File: src/rtl/axi_lite_pt_loopback.sv
// AXI4-Lite loopback core: a sequential traffic master, a zero-latency passthrough monitor slot and a
// register-memory slave, with a shadow-memory scoreboard reporting counters and a pass flag.
module axi_lite_pt_loopback #(
  parameter int unsigned       NUM_TXN   = 16,
  parameter int unsigned       DATA_W    = 32,
  parameter int unsigned       ADDR_W    = 8,
  parameter int unsigned       MEM_DEPTH = 16,
  parameter logic [DATA_W-1:0] DATA_SEED = 32'hA5A5_0000
) (
  input  logic        aclk,
  input  logic        aresetn,
  input  logic        corrupt,
  output logic        done,
  output logic        pass,
  output logic [15:0] wr_cnt,
  output logic [15:0] rd_cnt,
  output logic [15:0] mismatch_cnt,
  output logic [15:0] resp_err_cnt
);
  localparam int unsigned IDX_W  = $clog2(NUM_TXN + 1);
  localparam int unsigned MEM_AW = (MEM_DEPTH > 1) ? $clog2(MEM_DEPTH) : 1;
  localparam logic [IDX_W-1:0] LAST_IDX = IDX_W'(NUM_TXN - 1);
  localparam logic [1:0] RESP_OKAY   = 2'b00;
  localparam logic [1:0] RESP_SLVERR = 2'b10;

  typedef enum logic [2:0] {
    S_IDLE, S_WR_ADDR, S_WR_RESP, S_RD_ADDR, S_RD_DATA, S_DONE
  } state_e;

  // Shared bus: the passthrough slot is pure wiring between master and slave; WSTRB is implicitly all ones.
  logic              awvalid, awready, wvalid, wready, bvalid, bready;
  logic              arvalid, arready, rvalid, rready;
  logic [ADDR_W-1:0] awaddr, araddr;
  logic [DATA_W-1:0] wdata, rdata;
  logic [1:0]        bresp, rresp;

  function automatic logic in_range(input logic [ADDR_W-1:0] a);
    return 32'(a[ADDR_W-1:2]) < MEM_DEPTH;
  endfunction

  function automatic logic [MEM_AW-1:0] word_idx(input logic [ADDR_W-1:0] a);
    return MEM_AW'(a[ADDR_W-1:2]);
  endfunction

  function automatic logic [15:0] sat_add(input logic [15:0] c, input logic [1:0] inc);
    logic [16:0] s;
    s = {1'b0, c} + {15'b0, inc};
    return s[16] ? 16'hFFFF : s[15:0];
  endfunction

  // ---------------- master ----------------
  state_e           state_q, state_d;
  logic [IDX_W-1:0] idx_q, idx_d;
  logic             aw_sent_q, aw_sent_d, w_sent_q, w_sent_d;

  assign awaddr = ADDR_W'({idx_q, 2'b00});
  assign araddr = awaddr;
  assign wdata  = DATA_SEED + DATA_W'(idx_q);

  always_comb begin
    // NOTE: every combinational output gets a default first, so no path can leave it unassigned (no latches).
    state_d   = state_q;
    idx_d     = idx_q;
    aw_sent_d = aw_sent_q;
    w_sent_d  = w_sent_q;
    awvalid   = 1'b0;
    wvalid    = 1'b0;
    bready    = 1'b0;
    arvalid   = 1'b0;
    rready    = 1'b0;
    case (state_q)
      S_IDLE: state_d = S_WR_ADDR;
      S_WR_ADDR: begin
        awvalid = !aw_sent_q;
        wvalid  = !w_sent_q;
        if (awvalid && awready) aw_sent_d = 1'b1;
        if (wvalid && wready)   w_sent_d  = 1'b1;
        if (aw_sent_d && w_sent_d) begin
          aw_sent_d = 1'b0;
          w_sent_d  = 1'b0;
          state_d   = S_WR_RESP;
        end
      end
      S_WR_RESP: begin
        bready = 1'b1;
        if (bvalid) begin
          if (idx_q == LAST_IDX) begin
            idx_d   = '0;
            state_d = S_RD_ADDR;
          end else begin
            idx_d   = idx_q + IDX_W'(1);
            state_d = S_WR_ADDR;
          end
        end
      end
      S_RD_ADDR: begin
        arvalid = 1'b1;
        if (arready) state_d = S_RD_DATA;
      end
      S_RD_DATA: begin
        rready = 1'b1;
        if (rvalid) begin
          if (idx_q == LAST_IDX) begin
            state_d = S_DONE;
          end else begin
            idx_d   = idx_q + IDX_W'(1);
            state_d = S_RD_ADDR;
          end
        end
      end
      S_DONE:  state_d = S_DONE;
      default: state_d = S_IDLE;
    endcase
  end

  // ---------------- slave ----------------
  logic              awready_q, awready_d, wready_q, wready_d, arready_q, arready_d;
  logic              aw_cap_q, aw_cap_d, w_cap_q, w_cap_d;
  logic [ADDR_W-1:0] s_awaddr_q, s_awaddr_d, wr_addr;
  logic [DATA_W-1:0] s_wdata_q, s_wdata_d, wr_data;
  logic              bvalid_q, bvalid_d, rvalid_q, rvalid_d;
  logic [1:0]        bresp_q, bresp_d, rresp_q, rresp_d;
  logic [DATA_W-1:0] rdata_q, rdata_d;
  logic [DATA_W-1:0] mem_q [MEM_DEPTH];
  logic [DATA_W-1:0] mem_d [MEM_DEPTH];

  assign awready = awready_q;
  assign wready  = wready_q;
  assign arready = arready_q;
  assign bvalid  = bvalid_q;
  assign bresp   = bresp_q;
  assign rvalid  = rvalid_q;
  assign rresp   = rresp_q;
  assign rdata   = rdata_q ^ {{(DATA_W-1){1'b0}}, corrupt};

  always_comb begin
    awready_d  = awvalid && !awready_q && !aw_cap_q && !bvalid_q;
    wready_d   = wvalid && !wready_q && !w_cap_q && !bvalid_q;
    arready_d  = arvalid && !arready_q && !rvalid_q;
    aw_cap_d   = aw_cap_q;
    w_cap_d    = w_cap_q;
    s_awaddr_d = s_awaddr_q;
    s_wdata_d  = s_wdata_q;
    bvalid_d   = bvalid_q;
    bresp_d    = bresp_q;
    rvalid_d   = rvalid_q;
    rresp_d    = rresp_q;
    rdata_d    = rdata_q;
    mem_d      = mem_q;
    if (awvalid && awready_q) begin
      aw_cap_d   = 1'b1;
      s_awaddr_d = awaddr;
    end
    if (wvalid && wready_q) begin
      w_cap_d   = 1'b1;
      s_wdata_d = wdata;
    end
    // A handshake in this cycle counts as captured, so B can launch on the same edge.
    wr_addr = (awvalid && awready_q) ? awaddr : s_awaddr_q;
    wr_data = (wvalid && wready_q) ? wdata : s_wdata_q;
    if (bvalid_q && bready) bvalid_d = 1'b0;
    if (aw_cap_d && w_cap_d && !bvalid_q) begin
      aw_cap_d = 1'b0;
      w_cap_d  = 1'b0;
      bvalid_d = 1'b1;
      if (in_range(wr_addr)) begin
        mem_d[word_idx(wr_addr)] = wr_data;
        bresp_d = RESP_OKAY;
      end else begin
        bresp_d = RESP_SLVERR;
      end
    end
    if (rvalid_q && rready) rvalid_d = 1'b0;
    if (arvalid && arready_q) begin
      rvalid_d = 1'b1;
      rdata_d  = in_range(araddr) ? mem_q[word_idx(araddr)] : '0;
      rresp_d  = in_range(araddr) ? RESP_OKAY : RESP_SLVERR;
    end
  end

  // ---------------- passthrough monitor + scoreboard ----------------
  logic [ADDR_W-1:0] mon_awaddr_q, mon_awaddr_d, mon_araddr_q, mon_araddr_d;
  logic [DATA_W-1:0] mon_wdata_q, mon_wdata_d, exp_rdata;
  logic [DATA_W-1:0] shadow_q [MEM_DEPTH];
  logic [DATA_W-1:0] shadow_d [MEM_DEPTH];
  logic [15:0]       wr_cnt_q, wr_cnt_d, rd_cnt_q, rd_cnt_d;
  logic [15:0]       mis_cnt_q, mis_cnt_d, err_cnt_q, err_cnt_d;
  logic              b_hs, r_hs, b_err, r_err, r_mis;

  always_comb begin
    b_hs         = bvalid && bready;
    r_hs         = rvalid && rready;
    b_err        = b_hs && (bresp != RESP_OKAY);
    r_err        = r_hs && (rresp != RESP_OKAY);
    mon_awaddr_d = (awvalid && awready) ? awaddr : mon_awaddr_q;
    mon_wdata_d  = (wvalid && wready) ? wdata : mon_wdata_q;
    mon_araddr_d = (arvalid && arready) ? araddr : mon_araddr_q;
    shadow_d     = shadow_q;
    if (b_hs && !b_err && in_range(mon_awaddr_q)) shadow_d[word_idx(mon_awaddr_q)] = mon_wdata_q;
    exp_rdata    = in_range(mon_araddr_q) ? shadow_q[word_idx(mon_araddr_q)] : '0;
    r_mis        = r_hs && (rdata != exp_rdata);
    wr_cnt_d     = sat_add(wr_cnt_q, {1'b0, b_hs});
    rd_cnt_d     = sat_add(rd_cnt_q, {1'b0, r_hs});
    mis_cnt_d    = sat_add(mis_cnt_q, {1'b0, r_mis});
    err_cnt_d    = sat_add(err_cnt_q, {1'b0, b_err} + {1'b0, r_err});
  end

  always_ff @(posedge aclk or posedge aresetn) begin
    if (aresetn) begin
      state_q      <= S_IDLE;
      idx_q        <= '0;
      aw_sent_q    <= 1'b0;
      w_sent_q     <= 1'b0;
      awready_q    <= 1'b0;
      wready_q     <= 1'b0;
      arready_q    <= 1'b0;
      aw_cap_q     <= 1'b0;
      w_cap_q      <= 1'b0;
      s_awaddr_q   <= '0;
      s_wdata_q    <= '0;
      bvalid_q     <= 1'b0;
      bresp_q      <= RESP_OKAY;
      rvalid_q     <= 1'b0;
      rresp_q      <= RESP_OKAY;
      rdata_q      <= '0;
      // NOTE: the memories are small flop arrays cleared by reset, which rules out inferring a RAM macro.
      mem_q        <= '{default: '0};
      shadow_q     <= '{default: '0};
      mon_awaddr_q <= '0;
      mon_wdata_q  <= '0;
      mon_araddr_q <= '0;
      wr_cnt_q     <= '0;
      rd_cnt_q     <= '0;
      mis_cnt_q    <= '0;
      err_cnt_q    <= '0;
    end else begin
      // NOTE: non-blocking here so every flop samples pre-edge values; blocking is only for always_comb.
      state_q      <= state_d;
      idx_q        <= idx_d;
      aw_sent_q    <= aw_sent_d;
      w_sent_q     <= w_sent_d;
      awready_q    <= awready_d;
      wready_q     <= wready_d;
      arready_q    <= arready_d;
      aw_cap_q     <= aw_cap_d;
      w_cap_q      <= w_cap_d;
      s_awaddr_q   <= s_awaddr_d;
      s_wdata_q    <= s_wdata_d;
      bvalid_q     <= bvalid_d;
      bresp_q      <= bresp_d;
      rvalid_q     <= rvalid_d;
      rresp_q      <= rresp_d;
      rdata_q      <= rdata_d;
      mem_q        <= mem_d;
      shadow_q     <= shadow_d;
      mon_awaddr_q <= mon_awaddr_d;
      mon_wdata_q  <= mon_wdata_d;
      mon_araddr_q <= mon_araddr_d;
      wr_cnt_q     <= wr_cnt_d;
      rd_cnt_q     <= rd_cnt_d;
      mis_cnt_q    <= mis_cnt_d;
      err_cnt_q    <= err_cnt_d;
    end
  end

  assign done         = (state_q == S_DONE);
  assign pass         = done && (mis_cnt_q == 16'h0) && (err_cnt_q == 16'h0);
  assign wr_cnt       = wr_cnt_q;
  assign rd_cnt       = rd_cnt_q;
  assign mismatch_cnt = mis_cnt_q;
  assign resp_err_cnt = err_cnt_q;
endmodule

File: config.mk
export PLATFORM = sky130hd
export DESIGN_NAME = axi_lite_pt_loopback
export DESIGN_NICKNAME = d
export VERILOG_FILES = /design/src/rtl/axi_lite_pt_loopback.sv
export SDC_FILE = /design/constraint.sdc
export NUM_CORES = 2
export LEC_CHECK = 0
export BUFFER_PORTS_ARGS = -buffer_cell sky130_fd_sc_hd__buf_4
export CAP_MARGIN = 20
export CORE_ASPECT_RATIO = 0.9
export CORE_UTILIZATION = 43
export DETAILED_ROUTE_END_ITERATION = 10
export GPL_TIMING_DRIVEN = 1
export PLACE_DENSITY = 0.65
export SYNTH_ARGS = -nofsm -noshare
export SYNTH_HDL_FRONTEND = slang
export SYNTH_SLANG_ARGS = --single-unit
File: constraint.sdc
create_clock -name aclk -period 29.7 [get_ports aclk]
set_input_delay 4.455 -clock aclk [delete_from_list [all_inputs] [get_ports aclk]]
set_output_delay 4.455 -clock aclk [all_outputs]
set_load 0.05 [all_outputs]
==> summary.md <==
The run gives 79800 um^2 as the area of the die. The number of nets in the synthesized netlist is 2711. After synthesis, flip-flops and latches occupy 57.4% of the total area.

The initial utilization of the core area, before any placement, comes to 43.4%. Achievable clock frequency: 137 MHz. After filler insertion, the fill cell instance count of the layout stands at 6724.

In the final layout, the multi-input gates occupy 13500 um^2. STA puts the critical path data required time at 30.34 ns. Of the total synthesized cell area, the portion taken by full adders, half adders and majority gates is 0.355%.

The tools report the number of global-route vias before repair as 22700. The number of clock sinks came out at 776. The run gives 80 as the number of buffers created by CTS.

CTS placed an instance of sky130_fd_sc_hd__clkbuf_16 at the clock tree root. The share of total power dissipated in the clock network is 48.7%. The worst setup path is launched from an input pin. The arrival time reported for the critical path endpoint was 7.94 ns. Per report_power, the combinational group accounts for 1.0% of the total. 69 I/O pins were placed. The quantity of I/O buffers inserted on ports is 68, and the share of Yosys cell area claimed by the top area cell type is 57.4%.

Max-cap violations in this run came to 0. The path with the worst hold slack has its endpoint at mem_q[18]. In this run the remaining antenna-violating nets after routing total 0. Of all flip-flops after synthesis, the portion carrying an async set or reset was 100%.

The post-route netlist has 25.8% of its cells at a drive strength greater than 1. By area the synthesized netlist is led by sky130_fd_sc_hd__dfrtp_1 (57%), sky130_fd_sc_hd__mux4_2 (12%), sky130_fd_sc_hd__mux2_2 (8.9%). Measured against the total synthesized area, the mux share comes to 21.6%. Across every metal layer, demand over resource in global routing totals 20.6%.

The post-synthesis cell area was 33800 um^2. The tools report the worst slew margin relative to its limit as 28.2%. The total area of sequential cells is 19400 um^2, and the routability congestion estimate from global placement is 0.801. The HPWL reported at the end of detailed placement is 44300 um. TritonCTS built the clock tree. The run gives 5 as the first-pass iteration count of the detailed router. The final number of hold-violating endpoints is 0, and the die boundary height is 268 um.

The final count of negative-setup-slack endpoints came out at 0. The total overflow left after global routing is 0. The tools report the core footprint as 77900 um^2.

The maximum vdd drop came out at 0.0000512 V. Counting I/O delays and the setup requirement, the final critical path takes 7.30 ns. The internal portion of the total power is 1.66 mW. For the part of the power in registers, the log shows 50.2%. The worst-skew pair later-pin latency is 0.65 ns. For this design the ratio of total power to cell area is 55.5 nW/um^2. The clock tree buffer depth came out at 3. The average detailed-routed wire length per instance came out at 21.1 um. Setup repair after global routing left no endpoint under its margin.

In this run the post-CTS setup repair buffer count came out at 0. Detailed routing inserted a total of 21500 vias. The tightest hold path in the finished design has a slack of 0.473 ns. The fraction of power spent switching nets came out at 21.0%. The wire length of the first global-routing pass was 129000 um.

The tools report the origin of the worst min-delay path as mem_q[18]. The top cell type by total area after synthesis is sky130_fd_sc_hd__dfrtp_1. In this run the horizontal extent of the chip is 298 um. The maximum level of the CTS H-tree is 3. The setup skew after layout is 0.0509 ns. Counting distinct cell types in the post-synthesis netlist gives 59.

Measured in cells, the most critical reg-to-reg path has a length of 16. Clock-pin slew was measured on the worst setup and hold paths at 0.06 ns. Entering global routing, the biggest net connects 178 pins. For the number of nets in the layout, the log shows 2704.

A synthesized cell averages 12.5 um^2. The main flop type after synthesis was sky130_fd_sc_hd__dfrtp_1. In this run the worst path has a maximum fanout of 134.

The xor-xnor portion of the synthesized cell area was 1.04%; the hold-fix buffer count after cts was 0. Dividing the detail-routed via count by the number of cells gives 5.68. The worst min-delay path category is flip-flop to flip-flop. The count of cells resized by post-cts repair is 0, and the transition at the pin with the smallest max-transition slack is 1.07 ns. In the finished design, the share of the clock period the worst path needs comes to 24.6%. The worst hold path passes through 2 cells. The number of antenna diodes in the final layout is 0. The largest family of logic cells by synthesized area is multiplexers. The startpoint identified for the worst register-to-register timing path is mon_araddr_q[2].

The number of flops mapped to enable cells by yosys was 0. The worst setup path is captured at an asynchronous set/reset pin. The flow ran to the end, and the final reports show no timing, DRC or antenna violations.

The setup path with the least slack is of type input pin to asynchronous set/reset pin. The count of unresolved DRC violations after routing is 0. Summing the areas of all compound-gate instances in the mapped netlist gives 7.29% of the synthesized area.

In this run the static leakage power is 16.6 nW. The synthesized netlist devotes 9.44% of its cell area to simple gates. The relative area change from synthesis to final layout is 12.2%, and the initial DRC count is 1466.

Summed over all layers, the routed wires come to 79900 um. The endpoint of the worst register-to-register path is mismatch_cnt[3]. Adding up every negative setup slack in the final design gives 0 ns. Counting flops and latches in the post-synthesis netlist gives 776. In this run the power spent charging and discharging nets is 0.442 mW.

The initial antenna violation count is 0. Synthesis produced a netlist whose cell count is 2699. Number of max-slew violations in the final report: 0. The floorplan has 97 rows.

The reg2reg setup slack was 24.55 ns; the synthesis warning total was 0.
## power by group through the flow
stage / sequential [mW] / clock (mW) / combinational, mW
3_3_place_gp: 1.08 / 0 / 0.0213
2_1_floorplan: 1.08 / 0 / 0.0154
5_1_grt: 1.06 / 1.09 / 0.0263
4_1_cts: 1.06 / 1.05 / 0.0225
6_report: 1.06 / 1.03 / 0.0219
3_5_place_dp: 1.08 / 0 / 0.0225
## worst max-delay path, cell delays in order
cell,delay [ns]
sky130_fd_sc_hd__buf_4,0.13
sky130_fd_sc_hd__inv_8,0.63
sky130_fd_sc_hd__buf_4,0.83
sky130_fd_sc_hd__buf_4,0.88
sky130_fd_sc_hd__buf_4,0.86
## area by class of cell
class / count / share of cell area (%)
inverter: 43 / 0.445
clock buffer: 114 / 6.17
multi-input combinational: 1683 / 35.5
tap: 1039 / 3.42
timing repair buffer: 108 / 2.27
sequential: 776 / 51.2
clock inverter: 27 / 1.03
## layer usage
metal  part of all wire [%]  up-vias  track usage [%]  wire length (um)
li1                       -     9565                -                 -
met1                     43    11200             27.3             34300
met2                     49      569             34.7             39500
met3                    5.3      157             3.99              4270
met4                    2.4        0             5.96              1880
met5                      0        -                0                 0
## per-stage QoR
step	cell area [um^2]	power [mW]	cells	utilization (%)	setup slack (ns)
2_1_floorplan	33800	1.09	2699	-	3.46
6_report	38000	2.11	3790	48.7	22.40
3_5_place_dp	35200	1.10	3645	45.1	21.51
5_1_grt	38000	2.18	3790	48.7	21.77
4_1_cts	37900	2.13	3786	48.6	22.21
3_3_place_gp	35200	1.10	3645	45.1	21.69
## state kept, by name (all words and copies together), names as in the netlist, 6 cells and up
register and flops:
mon_wdata_q 6, rd_cnt 16, s_wdata_q 32, shadow_q 96, s_awaddr_q 6, mismatch_cnt 16, mem_q 512, wr_cnt 16
resp_err_cnt 16, rdata_q 32
## cells in the mapped netlist (26+ instances only)
cell type	n
sky130_fd_sc_hd__mux2_2	266
sky130_fd_sc_hd__o21ai_0	285
sky130_fd_sc_hd__a31oi_1	34
sky130_fd_sc_hd__mux4_2	179
sky130_fd_sc_hd__inv_1	40
sky130_fd_sc_hd__a22o_1	35
sky130_fd_sc_hd__nand3_1	40
sky130_fd_sc_hd__nor2_1	135
sky130_fd_sc_hd__xnor2_1	26
sky130_fd_sc_hd__dfrtp_1	776
sky130_fd_sc_hd__a21oi_1	64
sky130_fd_sc_hd__nand2_1	416
sky130_fd_sc_hd__buf_2	34
sky130_fd_sc_hd__clkbuf_1	137
## placed cells by master (no fill, tap or decap), drive strengths merged, types with 34 or more instances in the layout
cell type	count
clkbuf	116
inv	46
nand2	417
mux4	179
dfrtp	776
nand3	40
a22o	35
o21ai	285
mux2	269
nor2	136
a31oi	34
buf	106
a21oi	64
## worst max-delay path by stage
stage | startpoint | endpoint | slack, ns | depth (start not counted)
6_report | aresetn | mem_q[101] | 22.40 | 5
4_1_cts | aresetn | mem_q[101] | 22.21 | 5
5_1_grt | aresetn | s_wdata_q[5] | 21.77 | 5
2_1_floorplan | aresetn | arready | 3.46 | 1
3_3_place_gp | aresetn | mem_q[11] | 21.69 | 5
3_5_place_dp | aresetn | mem_q[11] | 21.51 | 5
## cell families after synthesis
logic type                 after synthesis
and+or+nand+nor                        721
DFF                                    776
xor gates and xnor gates                40
AOI/OAI and AO/OA                      444
buffers and inverters                  240
adders and majority gates                9
muxes                                  469
Power figures use the tool's default switching activity.
